## src/rtl/riscv_pkg.sv

```systemverilog
// Shared encodings for the multicycle RV32I control path: FSM states,
// supported opcodes, ALU control codes, immediate formats and ALUOp classes.
package riscv_pkg;

    typedef enum logic [3:0] {
        S_FETCH    = 4'd0,
        S_DECODE   = 4'd1,
        S_MEMADR   = 4'd2,
        S_MEMREAD  = 4'd3,
        S_MEMWB    = 4'd4,
        S_MEMWRITE = 4'd5,
        S_EXECUTER = 4'd6,
        S_EXECUTEI = 4'd7,
        S_ALUWB    = 4'd8,
        S_BEQ      = 4'd9,
        S_JAL      = 4'd10
    } state_t;

    localparam logic [6:0] OP_LOAD   = 7'b0000011;
    localparam logic [6:0] OP_STORE  = 7'b0100011;
    localparam logic [6:0] OP_RTYPE  = 7'b0110011;
    localparam logic [6:0] OP_ITYPE  = 7'b0010011;
    localparam logic [6:0] OP_BRANCH = 7'b1100011;
    localparam logic [6:0] OP_JAL    = 7'b1101111;

    localparam logic [2:0] ALU_ADD = 3'b000;
    localparam logic [2:0] ALU_SUB = 3'b001;
    localparam logic [2:0] ALU_AND = 3'b010;
    localparam logic [2:0] ALU_OR  = 3'b011;
    localparam logic [2:0] ALU_SLT = 3'b101;

    localparam logic [1:0] IMM_I = 2'b00;
    localparam logic [1:0] IMM_S = 2'b01;
    localparam logic [1:0] IMM_B = 2'b10;
    localparam logic [1:0] IMM_J = 2'b11;

    // ALUOp classes produced by the FSM and consumed by alu_dec
    localparam logic [1:0] ALUOP_ADD   = 2'b00;
    localparam logic [1:0] ALUOP_SUB   = 2'b01;
    localparam logic [1:0] ALUOP_FUNCT = 2'b10;

endpackage

```

## src/rtl/alu_dec.sv

```systemverilog
// ALU control decoder: maps the FSM's ALUOp class plus instruction funct
// fields onto a concrete ALU operation. Purely combinational.
module alu_dec
    import riscv_pkg::*;
(
    input  logic [1:0] alu_op,
    input  logic [2:0] funct3,
    input  logic       funct7_5,
    input  logic       op5,
    output logic [2:0] alu_ctrl
);

    // Subtract only for R-type with funct7[5] set; addi with a high
    // immediate bit has op5=0 and must stay an add.
    always_comb begin
        alu_ctrl = ALU_ADD;
        case (alu_op)
            ALUOP_ADD: alu_ctrl = ALU_ADD;
            ALUOP_SUB: alu_ctrl = ALU_SUB;
            ALUOP_FUNCT: begin
                case (funct3)
                    3'b000:  alu_ctrl = (op5 && funct7_5) ? ALU_SUB : ALU_ADD;
                    3'b010:  alu_ctrl = ALU_SLT;
                    3'b110:  alu_ctrl = ALU_OR;
                    3'b111:  alu_ctrl = ALU_AND;
                    default: alu_ctrl = ALU_ADD;
                endcase
            end
            default: alu_ctrl = ALU_ADD;
        endcase
    end

endmodule

```

## src/rtl/multicycle_controller.sv

```systemverilog
// Control FSM for the multicycle RV32I datapath. Moore outputs per state,
// with MemReady gating the fetch strobes and Zero gating the branch PC write.
// Handshake: a memory access (FETCH, MEMREAD, MEMWRITE) completes on the
// cycle MemReady=1 is sampled at the rising edge; the FSM holds its state
// and its address/select outputs until then. Strobes are forced low while
// reset is high.
module multicycle_controller
    import riscv_pkg::*;
#(
    parameter int Width = 32
) (
    input  logic       clk,
    input  logic       reset,
    input  logic [6:0] opcode,
    input  logic [2:0] funct3,
    input  logic       funct7_5,
    input  logic       Zero,
    input  logic       MemReady,
    output logic       PCWrite,
    output logic       AdrSrc,
    output logic       MemWrite,
    output logic       IRWrite,
    output logic [1:0] ResultSrc,
    output logic [1:0] ALUSrcA,
    output logic [1:0] ALUSrcB,
    output logic [1:0] ImmSrc,
    output logic [2:0] ALUCtrl,
    output logic       RegWrite,
    output logic       Illegal,
    output logic [3:0] state_dbg
);

    // Width documents the datapath this controller drives; reject nonsense.
    if (Width < 8) begin : g_width_check
        $error("multicycle_controller: Width must be at least 8");
    end

    state_t     state;
    state_t     state_next;
    logic [1:0] alu_op;
    logic       pc_write_c;
    logic       mem_write_c;
    logic       ir_write_c;
    logic       reg_write_c;
    logic       illegal_c;

    // State register; reset returns to FETCH from any state immediately
    always_ff @(posedge clk or posedge reset) begin
        if (reset) state <= S_FETCH;
        else       state <= state_next;
    end

    // Next-state and per-state select/strobe decode
    always_comb begin
        state_next  = S_FETCH;
        alu_op      = ALUOP_ADD;
        pc_write_c  = 1'b0;
        mem_write_c = 1'b0;
        ir_write_c  = 1'b0;
        reg_write_c = 1'b0;
        illegal_c   = 1'b0;
        AdrSrc      = 1'b0;
        ResultSrc   = 2'b00;
        ALUSrcA     = 2'b00;
        ALUSrcB     = 2'b00;
        case (state)
            S_FETCH: begin
                ALUSrcB    = 2'b10;
                ResultSrc  = 2'b10;
                ir_write_c = MemReady;
                pc_write_c = MemReady;
                state_next = MemReady ? S_DECODE : S_FETCH;
            end
            S_DECODE: begin
                ALUSrcA = 2'b01;
                ALUSrcB = 2'b01;
                case (opcode)
                    OP_LOAD, OP_STORE: state_next = S_MEMADR;
                    OP_RTYPE:          state_next = S_EXECUTER;
                    OP_ITYPE:          state_next = S_EXECUTEI;
                    OP_BRANCH:         state_next = S_BEQ;
                    OP_JAL:            state_next = S_JAL;
                    default: begin
                        state_next = S_FETCH;
                        illegal_c  = 1'b1;
                    end
                endcase
            end
            S_MEMADR: begin
                ALUSrcA    = 2'b10;
                ALUSrcB    = 2'b01;
                state_next = opcode[5] ? S_MEMWRITE : S_MEMREAD;
            end
            S_MEMREAD: begin
                AdrSrc     = 1'b1;
                state_next = MemReady ? S_MEMWB : S_MEMREAD;
            end
            S_MEMWB: begin
                ResultSrc   = 2'b01;
                reg_write_c = 1'b1;
                state_next  = S_FETCH;
            end
            S_MEMWRITE: begin
                AdrSrc      = 1'b1;
                mem_write_c = 1'b1;
                state_next  = MemReady ? S_FETCH : S_MEMWRITE;
            end
            S_EXECUTER: begin
                ALUSrcA    = 2'b10;
                alu_op     = ALUOP_FUNCT;
                state_next = S_ALUWB;
            end
            S_EXECUTEI: begin
                ALUSrcA    = 2'b10;
                ALUSrcB    = 2'b01;
                alu_op     = ALUOP_FUNCT;
                state_next = S_ALUWB;
            end
            S_ALUWB: begin
                reg_write_c = 1'b1;
                state_next  = S_FETCH;
            end
            S_BEQ: begin
                ALUSrcA    = 2'b10;
                alu_op     = ALUOP_SUB;
                pc_write_c = Zero;
                state_next = S_FETCH;
            end
            S_JAL: begin
                ALUSrcA    = 2'b01;
                ALUSrcB    = 2'b10;
                pc_write_c = 1'b1;
                state_next = S_ALUWB;
            end
            default: state_next = S_FETCH;
        endcase
    end

    // Immediate format follows the opcode regardless of state
    always_comb begin
        case (opcode)
            OP_STORE:  ImmSrc = IMM_S;
            OP_BRANCH: ImmSrc = IMM_B;
            OP_JAL:    ImmSrc = IMM_J;
            default:   ImmSrc = IMM_I;
        endcase
    end

    alu_dec u_alu_dec (
        .alu_op   (alu_op),
        .funct3   (funct3),
        .funct7_5 (funct7_5),
        .op5      (opcode[5]),
        .alu_ctrl (ALUCtrl)
    );

    assign PCWrite   = pc_write_c  & ~reset;
    assign MemWrite  = mem_write_c & ~reset;
    assign IRWrite   = ir_write_c  & ~reset;
    assign RegWrite  = reg_write_c & ~reset;
    assign Illegal   = illegal_c   & ~reset;
    assign state_dbg = state;

endmodule

```

## config.mk

```make
export PLATFORM = sky130hd
export DESIGN_NAME = multicycle_controller
export DESIGN_NICKNAME = d
export VERILOG_FILES = /design/src/rtl/riscv_pkg.sv /design/src/rtl/alu_dec.sv /design/src/rtl/multicycle_controller.sv
export SDC_FILE = /design/constraint.sdc
export NUM_CORES = 1
export LEC_CHECK = 0
export ABC_AREA = 1
export CORE_MARGIN = 4
export CORE_UTILIZATION = 38
export DETAILED_ROUTE_END_ITERATION = 10
export GPL_TIMING_DRIVEN = 0
export MAX_ROUTING_LAYER = met4
export PLACE_DENSITY = 0.91
export SYNTH_ARGS = -nofsm -noshare
export SYNTH_HDL_FRONTEND = slang
export SYNTH_SLANG_ARGS = --single-unit
```

## constraint.sdc

```tcl
create_clock -name clk -period 2.66 [get_ports clk]
set_input_delay 0.266 -clock clk [delete_from_list [all_inputs] [get_ports clk]]
set_output_delay 0.266 -clock clk [all_outputs]
set_load 0.01 [all_outputs]
```

After elaboration in Yosys (flattened, before gate mapping) --
Index checks and enable logic that the tools add are counted.
Storage, ports and cells: register bits 4, input bits 15, output and inout bits 21
Cells by class: equality and inequality tests 21, multiplexer cells 21, bitwise operators 6, reduce and logical (&&, ||, !) cells 13
Operators by type and width (count):
- $pmux W4 S6 | 1
- $pmux W4 S5 | 1
- $eq A4 B3 Y1 const B | 4
- $pmux W2 S2 | 4
- $eq A7 B6 Y1 const B | 2
- $eq A7 B7 Y1 const B | 2
- $eq A4 B4 Y1 const B | 3
- $pmux W3 S4 | 1
- $reduce_or A2 Y1 | 6
- $mux W3 | 3
- $eq A4 B2 Y1 const B | 2
- $mux W1 | 8
- $eq A7 B2 Y1 const B | 1
- $eq A7 B5 Y1 const B | 1
- $eq A3 B3 Y1 const B | 2
- $pmux W2 S3 | 1
- $pmux W3 S2 | 1
- $reduce_or A3 Y1 | 2
- $reduce_or A6 Y1 | 1
- $and A1 B1 Y1 | 5
- $eq A4 B1 Y1 const B | 1
- $logic_not A4 Y1 | 1
- $reduce_or A4 Y1 | 1
- $eq A3 B2 Y1 const B | 1
- other kinds (6) | 6

Logic depth before layout (Yosys ltp) --
depth after elaboration 5, mapped depth 9, depth with buffers taken out 9

Cells and area by module --
Synthesis repeated with hierarchy kept, for this count alone.
Second synthesis, totals: cell total of the unflattened synthesis 109, area, all modules 578.1 µm²
By module, submodules not included:
- multicycle_controller | times used 1, cells an instance 92, area an instance 486.7 µm²
- alu_dec | times used 1, cells an instance 17, area an instance 91.3 µm²

Worst setup path before layout --
No wires, ideal clock.
path type register to output, from register state[1], in the netlist state_dbg[1], to output port ALUCtrl[2], arrival time 1509 ps, slack 885 ps, cell stages (with the launch flop) 7, path buffers 0, path through dfrtp_1 > inv_2 > nand2_1 > nor2_2 > inv_1 > ha_1 > nor4_1
On the way: word-level cells in the longest chain between the ends 5
Ends and longest elaborated chain:
- start, declared | RTL line multicycle_controller.sv:38 | state_t state;
- start signal, assigned | RTL line multicycle_controller.sv:50 | else state <= state_next;
- $eq A4 B3 Y1 | RTL line multicycle_controller.sv:66 | case (state)
- $reduce_or A2 Y1 (no source line)
- $pmux W2 S2 (*) | RTL line multicycle_controller.sv:66
- $eq A2 B2 Y1 / $eq A2 B1 Y1 (equally long branches) | RTL line alu_dec.sv:17 | case (alu_op)
- $pmux W3 S2 (*) | RTL line alu_dec.sv:17
- end, declared | RTL line multicycle_controller.sv:27 | output logic [2:0] ALUCtrl,
Every way passes the cells marked *; elsewhere a longest branch is shown, timed or not.

Worst setup path after layout --
Ends and elaborated chain as after synthesis.

==> metrics.txt <==
CP arrival=2.18 ns; PwrDens=293 nW/um^2; Worst EP required=2.39 ns; Worst-Skew Late Latency=0.22 ns; DRC=0; initial antenna violation count=0; Yosys warning count=0; routed len/inst=10.6 um; core footprint=roughly 1400 um^2; DIE HEIGHT=46.8 um; synthesis-to-finish area growth=68.3%; Via density=4.78; Startpoint Class=register; post-route ant nets=0; Hold WC Path Type=input port to async pin; Tot GR Track Use=0.173; CTS Sinks=4; cell area after layout=965 um^2; largest fanout on the critical path=5; XOR/XNOR share of the synthesized area=0; status=finished clean; Routed WL=1690 um; postcts setup bufs=0; Crit Path Class=register to primary output; Netlist Area Pre-Place=about 570 um^2; Synth Area in Simple Gates=0.566; First-pass DRT Iterations=5; compound-gate portion of the synthesized area=0.0699; Post-DP HPWL=1440 um; Die W=46.8 um; nets=164; Setup crit end kind=primary output; final hold viol count=0; FILL cells=126; Achievable Freq=between 0.4 and 0.5 GHz; Vias=764; H-tree lvl count=1; first-pass GRT wire length=2820 um; Antenna diodes=0; clock skew=0.00328 ns; Placed Area=roughly 940 um^2; Yosys cell types=18; RSZ-0062 raised after global routing=no; Initial Util=0.419; Clock Tree Buf Depth=2; max-cap viol count=0; CTS tree=yes; largest net degree at the start of global routing=8; Mapped Avg Cell Area=5.36 um^2; worst path cell trace=inv_2 > nand2_1 > nor2_2 > inv_1 > ha_1 > nor4_1 > clkdlybuf4s50_1; worst-margin pin slew=between 0.2 and 0.25 ns; slowest CP cell=clkdlybuf4s50_1; Die ar.=2190 um^2; Worst VDD drop=0.289 mV; crit path time final=2.44 ns; leakage=0.494 nW; DR iter-0 viols=5; max reg flops=4; setup ws final=~0.22 ns; slowest stage delay, CP=0.58 ns; Seq/Total Area, Yosys=0.175; worst slack, placed=0.424 ns; input/output buffers=35; Routability Congestion=between 0.8 and 0.9; Final setup viols=0; post-synthesis adder-cell area fraction=0.0437; flops & latches, synth=4; hold_buf cts=0; Max Slew Vio Count=0; total global routing overflow=0; largest family of logic cells by synthesized area=simple AND/OR/NAND/NOR gates; clock-pin slew on the worst setup and hold paths=0.04 ns; Crit. Startpoint=state_dbg[1]; # IOs=36; TritonCTS Buffers=3; Multi-input gate area=389 um^2; Tcrit/Tclk final=0.919; share of cells above drive strength 1=0.117; CTS Root Buffer Type=clkbuf_4; syn nets=about 120; count of cells resized by post-cts repair=0; post-synthesis mux area share=0; total negative setup slack=0 ns; register area=100 um^2; vias in the first global route=708; relative slew slack=0.836; FP Rows=13; Mapped Cells=107; r2r startpoint=state_dbg[3]
## area by class of cell
class	count	share of cell area
Clock buffer	3	0.0233
Timing Repair Buffer	35	0.363
Sequential cell	4	0.104
Tap cell	15	0.0195
Inverter	22	0.0869
Multi-Input combinational cell	81	0.403
## synthesized netlist by cell type
master	instances	area, um^2
o21ai_1	1	5.00
nand3_1	8	40.0
nor2_4	1	11.3
nand2_2	3	18.8
nand2_1	35	131
dfrtp_1	4	100
o211ai_1	1	7.51
nor4_1	1	6.26
ha_1	2	25.0
inv_2	2	7.51
a211oi_1	1	7.51
nor2_1	15	56.3
inv_1	19	71.3
clkinv_2	1	5.00
a21oi_1	4	20.0
nand3_2	1	10.0
nand4_1	2	12.5
nor2_2	6	37.5
## metrics by stage
stage	cells	total power (W)	hold WS (ns)	util
after detailed placement	157	0.000213	0.609	0.690
after CTS	160	0.000285	0.373	0.706
final	160	0.000282	0.370	0.706
after floorplan	107	0.000133	0.0488	-
after global placement	157	0.000209	0.600	0.690
after global routing	160	0.000307	0.384	0.706
## metal layers
layer	up-vias	track usage	wire (um)
met5	-	-	0
met4	0	0.0166	0
met3	0	0.00766	73
met2	25	0.306	871
met1	332	0.223	746
li1	407	-	-
## power by group
part / switching (W) / total (W) / internal [W]
clock: 0.0000192 / 0.0000692 / 0.0000501
combinational: 0.0000685 / 0.000141 / 0.0000728
sequential: 0.00000682 / 0.0000718 / 0.0000649
## final timing paths
path                           endpoint  slack, ns  cells past startpoint
max in group asynchronous  state_dbg[0]       2.10                      2
min in group clk           state_dbg[2]       0.79                      3
max                          ALUCtrl[2]       0.22                      7
min reg2reg                state_dbg[1]       0.81                      5
max reg2reg                state_dbg[2]       1.53                      5
min                        state_dbg[3]       0.37                      2
## cells by family (layout without fill, tap and decap cells)
kind of cell | count (synthesis) | count (layout)
buffers and inverters | 22 | 60
AO/OA/AOI/OAI | 7 | 7
adder cells (fa/ha/maj) | 2 | 2
flip-flops | 4 | 4
AND/OR/NAND/NOR | 72 | 72
## layout by cell type (no fill, tap or decap)
master           synthesis  final
nor2_2                   6      6
clkinv_2                 1      1
nand2_2                  3      3
dfrtp_1                  4      4
nor2_1                  15     15
ha_1                     2      2
o21ai_1                  1      1
a211oi_1                 1      1
o211ai_1                 1      1
nand2_1                 35     35
nand4_1                  2      2
nand3_1                  8      8
inv_1                   19     19
a21oi_1                  4      4
nor4_1                   1      1
nand3_2                  1      1
clkdlybuf4s50_1          0     35
clkbuf_4                 0      3
inv_2                    2      2
nor2_4                   1      1
## worst max-delay path, delay by kind of cell, from the launching register on
| family | cells | cell delay [ns] |
|---|---|---|
| flops | 1 | 0.44 |
| buf+inv | 3 | 0.76 |
| fa+ha+maj | 1 | 0.30 |
| simple gates | 3 | 0.45 |
No activity file was read; power rests on OpenSTA's default activity.
